### src/rtl/alu_share_arb_if.sv
// Request/response bundle between the issuing units and alu_share_arb.
// rsp_zero exists only when ALU_SHARE_ZFLAG_EN is defined.
interface alu_share_arb_if #(
   parameter int WIDTH = 32,
   parameter int NREQ  = 4
);
   localparam int IDW = $clog2(NREQ);

   logic [NREQ-1:0]       req_valid;
   logic [NREQ-1:0]       req_ready;
   logic [NREQ*WIDTH-1:0] req_a;
   logic [NREQ*WIDTH-1:0] req_b;
   logic [NREQ*6-1:0]     req_fn;
   logic                  rsp_valid;
   logic                  rsp_ready;
   logic [IDW-1:0]        rsp_id;
   logic [WIDTH-1:0]      rsp_data;
   logic                  rsp_err;
`ifdef ALU_SHARE_ZFLAG_EN
   logic                  rsp_zero;

   modport master (
      output req_valid, req_a, req_b, req_fn, rsp_ready,
      input  req_ready, rsp_valid, rsp_id, rsp_data, rsp_err, rsp_zero
   );
   modport slave (
      input  req_valid, req_a, req_b, req_fn, rsp_ready,
      output req_ready, rsp_valid, rsp_id, rsp_data, rsp_err, rsp_zero
   );
`else
   modport master (
      output req_valid, req_a, req_b, req_fn, rsp_ready,
      input  req_ready, rsp_valid, rsp_id, rsp_data, rsp_err
   );
   modport slave (
      input  req_valid, req_a, req_b, req_fn, rsp_ready,
      output req_ready, rsp_valid, rsp_id, rsp_data, rsp_err
   );
`endif
endinterface

### src/rtl/alu_share_arb.sv
// One ALU shared by NREQ requesters: round-robin accept, one execute cycle, held tagged response.
// Optional result-is-zero flag on rsp_zero when ALU_SHARE_ZFLAG_EN is defined.
module alu_share_arb #(
   parameter int WIDTH = 32,
   parameter int NREQ  = 4
) (
   input logic           clk,
   input logic           rst_n,
   alu_share_arb_if.slave bus
);
   localparam int IDW = $clog2(NREQ);

   typedef enum logic [1:0] {IDLE, EXEC, RESP} state_t;

   state_t            state;
   logic [IDW-1:0]    last;
   logic [NREQ-1:0]   grant;
   logic [IDW-1:0]    gid;
   logic              gvld;
   int                best;

   logic [WIDTH-1:0]  a_sel, b_sel;
   logic [5:0]        fn_sel;
   logic [WIDTH-1:0]  a_p0, b_p0;
   logic [5:0]        fn_p0;
   logic [IDW-1:0]    id_p0;

   logic signed [WIDTH-1:0] sa_p0, sb_p0;
   logic [3:0]        tt_p0;
   logic [WIDTH-1:0]  alu_y;
   logic              alu_ill;
   logic [WIDTH-1:0]  res_p1;

   // Distance of candidate i behind the last winner in the rotating priority order.
   function automatic int rr_dist(input int i, input logic [IDW-1:0] l);
      return (i > int'(l)) ? (i - int'(l) - 1) : (i + NREQ - int'(l) - 1);
   endfunction

   function automatic logic [WIDTH-1:0] mask_illegal(input logic [WIDTH-1:0] y, input logic ill);
      return ill ? '0 : y;
   endfunction

   always_comb begin
      gid  = '0;
      gvld = 1'b0;
      best = NREQ;
      for (int i = 0; i < NREQ; i++) begin
         if (bus.req_valid[i] && (rr_dist(i, last) < best)) begin
            best = rr_dist(i, last);
            gid  = IDW'(i);
            gvld = 1'b1;
         end
      end
      grant = (state == IDLE && gvld) ? (NREQ'(1) << gid) : '0;
   end

   assign bus.req_ready = grant;

   always_comb begin
      a_sel  = '0;
      b_sel  = '0;
      fn_sel = '0;
      for (int i = 0; i < NREQ; i++) begin
         if (grant[i]) begin
            a_sel  = bus.req_a[i*WIDTH +: WIDTH];
            b_sel  = bus.req_b[i*WIDTH +: WIDTH];
            fn_sel = bus.req_fn[i*6 +: 6];
         end
      end
   end

   // p0: operands captured at accept
   always_ff @(posedge clk) begin
      if (|grant) begin
         a_p0  <= a_sel;
         b_p0  <= b_sel;
         fn_p0 <= fn_sel;
         id_p0 <= gid;
      end
   end

   assign sa_p0 = signed'(a_p0);
   assign sb_p0 = signed'(b_p0);
   assign tt_p0 = fn_p0[3:0];

   // Shared ALU, fed only from the latched operands
   always_comb begin
      alu_y   = '0;
      alu_ill = 1'b0;
      case (fn_p0[5:4])
         2'b00: begin
            case (fn_p0[2:1])
               2'b01:   alu_y = WIDTH'(a_p0 == b_p0);
               2'b10:   alu_y = WIDTH'(sa_p0 < sb_p0);
               2'b11:   alu_y = WIDTH'(sa_p0 <= sb_p0);
               default: alu_ill = 1'b1;
            endcase
         end
         2'b01: alu_y = fn_p0[0] ? (a_p0 - b_p0) : (a_p0 + b_p0);
         2'b10: begin
            for (int i = 0; i < WIDTH; i++) alu_y[i] = tt_p0[{b_p0[i], a_p0[i]}];
         end
         default: begin
            case (fn_p0[1:0])
               2'b00:   alu_y = a_p0 << b_p0;
               2'b01:   alu_y = a_p0 >> b_p0;
               2'b11:   alu_y = sa_p0 >>> b_p0;
               default: alu_ill = 1'b1;
            endcase
         end
      endcase
   end

   assign res_p1 = mask_illegal(alu_y, alu_ill);

   // p1: registered, tagged response held until consumed
   always_ff @(posedge clk or negedge rst_n) begin
      if (!rst_n) begin
         state         <= IDLE;
         last          <= IDW'(NREQ - 1);
         bus.rsp_valid <= 1'b0;
         bus.rsp_data  <= '0;
         bus.rsp_id    <= '0;
         bus.rsp_err   <= 1'b0;
`ifdef ALU_SHARE_ZFLAG_EN
         bus.rsp_zero  <= 1'b0;
`endif
      end else begin
         case (state)
            IDLE: begin
               if (gvld) begin
                  last  <= gid;
                  state <= EXEC;
               end
            end
            EXEC: begin
               bus.rsp_data  <= res_p1;
               bus.rsp_id    <= id_p0;
               bus.rsp_err   <= alu_ill;
`ifdef ALU_SHARE_ZFLAG_EN
               bus.rsp_zero  <= ~|res_p1;
`endif
               bus.rsp_valid <= 1'b1;
               state         <= RESP;
            end
            RESP: begin
               if (bus.rsp_ready) begin
                  bus.rsp_valid <= 1'b0;
                  state         <= IDLE;
               end
            end
            default: state <= IDLE;
         endcase
      end
   end
endmodule

### src/flat_wrapper.sv
// flat-port wrapper written by rule: the top's interface ports become plain ports
module alu_share_arb_flat 
#(
   parameter int WIDTH = 32,
   parameter int NREQ  = 4
)
  (clk, rst_n, bus_req_valid, bus_req_a, bus_req_b, bus_req_fn, bus_rsp_ready, bus_req_ready, bus_rsp_valid, bus_rsp_id, bus_rsp_data, bus_rsp_err);
  alu_share_arb_if #(.WIDTH(WIDTH), .NREQ(NREQ)) bus_i ();
  input logic clk;
  input logic rst_n;
  input wire logic [$bits(bus_i.req_valid)-1:0] bus_req_valid;
  input wire logic [$bits(bus_i.req_a)-1:0] bus_req_a;
  input wire logic [$bits(bus_i.req_b)-1:0] bus_req_b;
  input wire logic [$bits(bus_i.req_fn)-1:0] bus_req_fn;
  input wire logic [$bits(bus_i.rsp_ready)-1:0] bus_rsp_ready;
  output wire logic [$bits(bus_i.req_ready)-1:0] bus_req_ready;
  output wire logic [$bits(bus_i.rsp_valid)-1:0] bus_rsp_valid;
  output wire logic [$bits(bus_i.rsp_id)-1:0] bus_rsp_id;
  output wire logic [$bits(bus_i.rsp_data)-1:0] bus_rsp_data;
  output wire logic [$bits(bus_i.rsp_err)-1:0] bus_rsp_err;
  assign bus_i.req_valid = bus_req_valid;
  assign bus_i.req_a = bus_req_a;
  assign bus_i.req_b = bus_req_b;
  assign bus_i.req_fn = bus_req_fn;
  assign bus_i.rsp_ready = bus_rsp_ready;
  assign bus_req_ready = bus_i.req_ready;
  assign bus_rsp_valid = bus_i.rsp_valid;
  assign bus_rsp_id = bus_i.rsp_id;
  assign bus_rsp_data = bus_i.rsp_data;
  assign bus_rsp_err = bus_i.rsp_err;
  alu_share_arb #(.WIDTH(WIDTH), .NREQ(NREQ)) u_core (.clk(clk), .rst_n(rst_n), .bus(bus_i));
endmodule
### config.mk
export PLATFORM = sky130hd
export DESIGN_NAME = alu_share_arb_flat
export DESIGN_NICKNAME = d
export VERILOG_FILES = /design/src/rtl/alu_share_arb_if.sv /design/src/rtl/alu_share_arb.sv /design/src/flat_wrapper.sv
export SDC_FILE = /design/constraint.sdc
export NUM_CORES = 1
export LEC_CHECK = 0
export CORE_ASPECT_RATIO = 0.6
export CORE_MARGIN = 5
export CORE_UTILIZATION = 31
export CTS_BUF_LIST = sky130_fd_sc_hd__clkbuf_8
export DETAILED_ROUTE_END_ITERATION = 8
export PLACE_DENSITY = 0.58
export SYNTH_ARGS = -nofsm -noshare
export SYNTH_HDL_FRONTEND = slang
export SYNTH_SLANG_ARGS = --single-unit
### constraint.sdc
create_clock -name clk -period 29.5 [get_ports clk]
set_input_delay 7.375 -clock clk [delete_from_list [all_inputs] [get_ports clk]]
set_output_delay 7.375 -clock clk [all_outputs]
set_load 0.02 [all_outputs]
# Yosys cells after proc, flatten, opt, wreduce, memory -nomap -nowiden
# Cells that the tools add are included.
# W data, S select, Z words.
word_totals:
  ff_bits: 112
  latch_bits: 0
  ram_bits: 0
  mem_bits_ro: 0
  mem_count: 0
op_classes:
  add_sub_neg: 16
  n_mul: 0
  div: 0
  magnitude_cmp: 41
  n_eq_ne: 12
  shift: 4
  n_mux: 103
  bitwise_logic: 0
  reduce_logical: 16
op_table:
  columns: ["cell", "n"]
  rows:
  - ["$mux W32", 16]
  - ["$sub A32 B2 Y32 const B", 7]
  - ["$pmux W32 S3", 2]
  - ["$lt A32 B32 Y1", 4]
  - ["$lt A2 B3 Y1 const B", 32]
  - ["$bmux W1 S2", 32]
  - ["$mux W1", 40]
  - ["$add A32 B32 Y32", 1]
  - ["$eq A32 B32 Y1", 1]
  - ["$le A32 B32 Y1", 1]
  - ["$lt A32 B4 Y1 const B", 1]
  - ["$shl A32 B32 Y32", 1]
  - ["$shr A32 B32 Y32", 1]
  - ["$sshr A32 B32 Y32", 1]
  - ["$sub A32 B32 Y32", 1]
  - ["$mux W6", 4]
  - ["$sub A3 B2 Y4 const A", 4]
  - ["$eq A2 B2 Y1 const B", 5]
  - ["$eq A2 B1 Y1 const B", 4]
  - ["$mux W2", 4]
  - ["$logic_not A2 Y1", 3]
  - ["$pmux W2 S3", 1]
  - ["$reduce_and A2 Y1", 3]
  - ["$reduce_or A3 Y1", 2]
  - ["14 further kinds", 21]

# Longest topological paths before layout
logic_depth:
  ltp_word: 20
  mapped_depth: 38
  depth_no_buf: 34

# Least setup slack after synthesis
# Ideal clock, no wire load.
synth_path:
  path_kind: "input to output"
  start: "in bus_req_valid[0]"
  end: "out bus_req_ready[3]"
  t_arrival_ns: 12.632
  t_required_ns: 22.125
  path_slack_ns: 9.493
  cell_stages: 26
  n_path_buf: 3
  path_cell_list: "o21a_1 and2_1 ha_1 o31a_1 a311oi_1 o211ai_1 nand2_1 clkbuf_1 nor2_1 a21oi_1 ha_1 o211ai_1 a21oi_1 or4b_1 nor3_1 o31a_2 o21ai_2 clkbuf_1 o21ai_0 ha_1 nand3_1 a221oi_2 inv_2 or4_1 nand2_2 buf_4"
synth_between:
  elab_chain_cells: 13
  word_cells_on_any_way: 20
  cone_classes: "order compare (3); shift (1); mux (11); reduce/logical (5)"
synth_rtl:
  columns: ["element", "line", "source"]
  rows:
  - ["start: declaration", "flat_wrapper.sv:11", "input wire logic [$bits(bus_i.req_valid)-1:0] bus_req_valid;"]
  - ["$logic_and A1 B1 Y1 (*)", "alu_share_arb.sv:48", "if (bus.req_valid[i] && (rr_dist(i, last) < best)) begin"]
  - ["$mux W32", "alu_share_arb.sv:48", null]
  - ["$lt A32 B32 Y1", "alu_share_arb.sv:48", null]
  - ["$logic_and A1 B1 Y1", "alu_share_arb.sv:48", null]
  - ["$mux W32", "alu_share_arb.sv:48", null]
  - ["$lt A32 B32 Y1", "alu_share_arb.sv:48", null]
  - ["$logic_and A1 B1 Y1", "alu_share_arb.sv:48", null]
  - ["$mux W32", "alu_share_arb.sv:48", null]
  - ["$lt A32 B32 Y1", "alu_share_arb.sv:48", null]
  - ["$logic_and A1 B1 Y1", "alu_share_arb.sv:48", null]
  - ["$mux W2 / $mux W1 (equally long branches)", "alu_share_arb.sv:48", null]
  - ["$shl A1 B2 Y4 / $logic_and A1 B1 Y1 (equally long branches)", "alu_share_arb.sv:54", "grant = (state == IDLE && gvld) ? (NREQ'(1) << gid) : '0;"]
  - ["$mux W4 (*)", "alu_share_arb.sv:54", null]
  - ["end: declaration", "flat_wrapper.sv:16", "output wire logic [$bits(bus_i.req_ready)-1:0] bus_req_ready;"]
# Every way passes the cells marked *; elsewhere a longest branch is shown, timed or not.

# Worst setup path in the final report
# Ends and elaborated chain as after synthesis.

==> tab_implementation.tex <==
\begin{tabular}{lr}
\hline
Metric & Value \\
\hline
\multicolumn{2}{l}{\textbf{Critical path}} \\
Type of the worst setup path & input pin to output port \\
Crit. Startpoint & bus\_req\_valid[0] \\
Delay of the slowest cell on the worst path & 0.74 ns \\
Crit start category & input pin \\
Critical path data required time & 22.12 ns \\
Total buffers and inverters traversed by the critical path & 4 \\
RR Startpoint & u\_core.last[0] \\
Worst reg-to-reg path cell count & 30 \\
Timing endpoint of the critical path & bus\_req\_ready[3] \\
Number of stages on the worst setup path & 25 \\
Cell with the biggest individual delay on the critical path & sky130\_fd\_sc\_hd\_\_clkdlybuf4s50\_1 \\
Setup slack on the worst flop-to-flop path & 20.53 ns \\
Category of cells accounting for the largest share of critical-path delay & compound AO/OA/AOI/OAI gates \\
Cell seen most often among critical-path stages & sky130\_fd\_sc\_hd\_\_ha\_1 \\
CP endpoint kind & output port \\
Worst Path Arrival & 15.18 ns \\
CP max FO & 72 \\
Endpoint of the worst register-to-register path & u\_core.a\_p0[1] \\
\multicolumn{2}{l}{\textbf{Clocking}} \\
Clock tree from TritonCTS & yes \\
Hold buffer count at CTS & 0 \\
TritonCTS Buffers & 9 \\
Clock sink count & 112 \\
Maximum level of the CTS H-tree & 3 \\
Post-CTS repair timing setup buffer count & 0 \\
CTS clk-pin slew, worst paths & 0.13 ns \\
Clock latency on the worst-skew pair & 0.45 ns \\
Quantity of gates resized following cts & 0 \\
Max Root-Sink Buffers & 2 \\
Clock Tree Root & sky130\_fd\_sc\_hd\_\_clkbuf\_8 \\
\multicolumn{2}{l}{\textbf{Power}} \\
Static Leak & 0.007328 uW \\
Max VDD drop & 0.06556 mV \\
Power consumption & 2677 uW \\
PwrDens & 138.7 nW/um\^{}2 \\
\multicolumn{2}{l}{\textbf{Place}} \\
GPL Wtd Cong & 1.031 \\
I/O Buffers & 326 \\
Worst Setup Slack post-DPL & 7.041 ns \\
HPWL after DPL & 61.72 mm \\
\multicolumn{2}{l}{\textbf{STA}} \\
RSZ-0062 raised after global routing & no \\
Number of endpoints failing setup at the final stage & 0 \\
Final count of hold timing violations & 0 \\
Final WS setup & 6.945 ns \\
Pins over their slew limit & 0 \\
Fin Setup TNS & 0 ns \\
Share of the clock period used by the worst path & 76.46\% \\
Achievable Freq & 44.34 MHz \\
Final clock skew & 0.02756 ns \\
Relative slew slack & 5.993\% \\
Shortest clock period the worst path allows after layout & 22.56 ns \\
Transition at the pin with the smallest max-transition slack & 1.392 ns \\
\multicolumn{2}{l}{\textbf{Status}} \\
Run status & finished, final reports clean \\
\multicolumn{2}{l}{\textbf{Synth}} \\
Syn. warnings & 0 \\
Count of flip-flops with a built-in enable after synthesis & 72 \\
Post-synthesis area per instance & 7.988 sq um \\
Register bit count reported by yosys & 112 \\
Unique masters post-synth & 96 \\
Part of the Yosys area used for sequential elements & 20.73\% \\
Dominant synthesized flop cell & sky130\_fd\_sc\_hd\_\_edfxtp\_1 \\
Count of mapped cells out of synthesis & 1912 \\
Synth Cell Area & 15270 sq um \\
Async set-or-reset flop fraction in the synthesized netlist & 35.71\% \\
\multicolumn{2}{l}{\textbf{Drt}} \\
Number of vias per cell & 6.249 \\
Wire length per cell & 27.93 microns \\
First-pass detailed-route iteration total & 6 \\
\# DRC & 0 \\
Wire length reported by the detailed router & 78.26 mm \\
Number of routed nets with antenna violations & 0 \\
Via count & 17510 \\
Iteration-0 DRC count of the detailed router & 2107 \\
\multicolumn{2}{l}{\textbf{Floorplan}} \\
Effective utilization at floorplan & 31.15\% \\
Total die area & 53950 sq um \\
Boundary Pins & 327 \\
Number of rows created at floorplan & 63 \\
DIE HEIGHT & 181.9 microns \\
Floorplan die width & 296.5 microns \\
Core box area & 49030 sq um \\
\multicolumn{2}{l}{\textbf{Cells and area}} \\
Post-layout nets & 2536 \\
Synth-to-Final Area Change & 26.34\% \\
Share of final-layout standard cells stronger than drive strength 1 & 7.853\% \\
Number of filler instances in the final layout & 5038 \\
Final antenna diode count & 0 \\
\multicolumn{2}{l}{\textbf{Global routing}} \\
GRT Resource Usage Total & 27.83\% \\
Global-route wire length before repair & 113.3 mm \\
Number of antenna violations at the first check in global routing & 2 \\
Number of global-route vias before repair & 16610 \\
Maximum number of pins on one net before global-route repair & 75 \\
Total overflow reported by the global router & 0 \\
\multicolumn{2}{l}{\textbf{Worst hold path}} \\
Path category of the worst min-delay check & flip-flop to flip-flop \\
\multicolumn{2}{l}{\textbf{Flow run}} \\
Reported max-cap violation count & 0 \\
\hline
\end{tabular}
[metal layers]
metal	track usage [%]	up-vias	share of wire, %
met4	4.757	2	1.6
li1	-	7844	-
met1	41.00	8615	45
met3	10.79	85	13
met2	38.72	965	40
met5	0	-	0.017
[cells in the final DEF, fill, tap and decap left out, types with 38 or more instances in the layout]
master,instances
sky130_fd_sc_hd__mux4_2,41
sky130_fd_sc_hd__a221o_1,66
sky130_fd_sc_hd__edfxtp_1,72
sky130_fd_sc_hd__mux2i_1,84
sky130_fd_sc_hd__clkdlybuf4s50_1,325
sky130_fd_sc_hd__nor3_1,50
sky130_fd_sc_hd__o21ai_0,151
sky130_fd_sc_hd__ha_1,100
sky130_fd_sc_hd__nand2_1,136
sky130_fd_sc_hd__inv_1,78
sky130_fd_sc_hd__o22ai_1,70
sky130_fd_sc_hd__a211oi_1,45
sky130_fd_sc_hd__nor2_1,211
sky130_fd_sc_hd__a21oi_1,143
sky130_fd_sc_hd__buf_4,48
sky130_fd_sc_hd__dfrtp_1,38
[cell families (layout without fill, tap and decap cells)]
kind of cell               count (synthesis)  in the layout  synth area share (%)
AOI/OAI and AO/OA                        710            710                 31.74
and+or+nand+nor                          565            565                 17.45
buffers and inverters                    243            474                 6.562
muxes                                    151            151                 13.47
DFF                                      112            112                 20.73
adders and majority gates                102            102                 8.455
xor gates and xnor gates                  27             27                 1.548
other                                      2             11               0.04917
[Yosys cell counts (all sizes together) (7+ instances only)]
library cell,n,share of area (%)
nor2,212,5.2
o21ai,161,5.3
a21oi,146,4.8
nand2,138,3.4
clkbuf,110,2.7
ha,100,8.2
mux2i,84,5.5
inv,79,1.9
edfxtp,72,14
o22ai,70,2.9
a221o,66,4.3
nor3,52,1.8
buf,49,1.8
a211oi,47,2.3
mux4,41,6.0
dfrtp,38,6.2
nand3,29,0.95
mux2,26,1.9
o31ai,26,1.3
a31oi,20,0.86
nand2b,20,0.82
o211ai,20,0.98
xnor2,17,0.97
nor4,15,0.61
a21o,14,0.69
and3,14,0.57
nor2b,14,0.57
nand4,13,0.53
and2,11,0.45
a211o,10,0.57
a221oi,10,0.61
or2,10,0.41
xor2,10,0.57
a22oi,9,0.44
o21bai,9,0.44
a2111oi,8,0.47
a222oi,8,0.52
a22o,7,0.40
o2111ai,7,0.40
o21a,7,0.34
o221ai,7,0.40
o31a,7,0.41
or3,7,0.29
[final cells by class]
cell class	count	area [sq um]	share of cell area [%]
well taps	650	813.3	4.215
flip-flops and latches	112	3166	16.41
repair buffers	374	3618	18.75
clock inverters	7	91.34	0.4734
clock buffers	9	123.9	0.6420
inverters	84	315.3	1.634
multi-input cells	1566	11170	57.88
[worst register-to-register path: cells and delay by family (launching register included)]
family / cells / cell delay (ns)
multiplexers: 1 / 0.31
AND/OR/NAND/NOR: 9 / 2.91
buffers and inverters: 3 / 0.64
AO/OA/AOI/OAI: 12 / 2.80
adder cells (fa/ha/maj): 5 / 1.15
flip-flops: 1 / 0.72
[how the worst min path moves through the flow]
stage,start,endpoint,slack [ns],cells after the start
after floorplan,u_core.id_p0[0],u_core.bus.rsp_id[0],0.46,1
after global routing,u_core.id_p0[1],u_core.bus.rsp_id[1],0.52,1
after CTS,u_core.id_p0[1],u_core.bus.rsp_id[1],0.50,1
after global placement,u_core.id_p0[1],u_core.bus.rsp_id[1],0.46,1
final,u_core.bus.rsp_data[18],u_core.bus.rsp_data[18],0.50,2
after detailed placement,u_core.id_p0[1],u_core.bus.rsp_id[1],0.47,1
[per-stage QoR]
| stage | utilization [%] | instance area [sq um] | instances | hold WS, ns |
|---|---|---|---|---|
| floorplan | - | 15310 | 1921 | 0.4555 |
| global placement | 38.91 | 19080 | 2786 | 0.4601 |
| detailed placement | 38.91 | 19080 | 2786 | 0.4715 |
| CTS | 39.35 | 19290 | 2802 | 0.5047 |
| global route | 39.35 | 19290 | 2802 | 0.5244 |
| finish | 39.35 | 19290 | 2802 | 0.4969 |
[state kept, by name, summed over array words and instances (netlist names)]
register	count
u_core.bus.rsp_valid	1
u_core.a_p0	32
u_core.state	2
u_core.last	2
u_core.id_p0	2
u_core.b_p0	32
u_core.bus.rsp_id	2
u_core.bus.rsp_err	1
u_core.fn_p0	6
u_core.bus.rsp_data	32
[power breakdown]
part | leakage, uW | switching [uW] | internal, uW
sequential | 0.00121 | 153 | 294
combinational | 0.00601 | 1340 | 780
clock | 0.000107 | 72.0 | 35.4
Power figures use the tool's default switching activity.
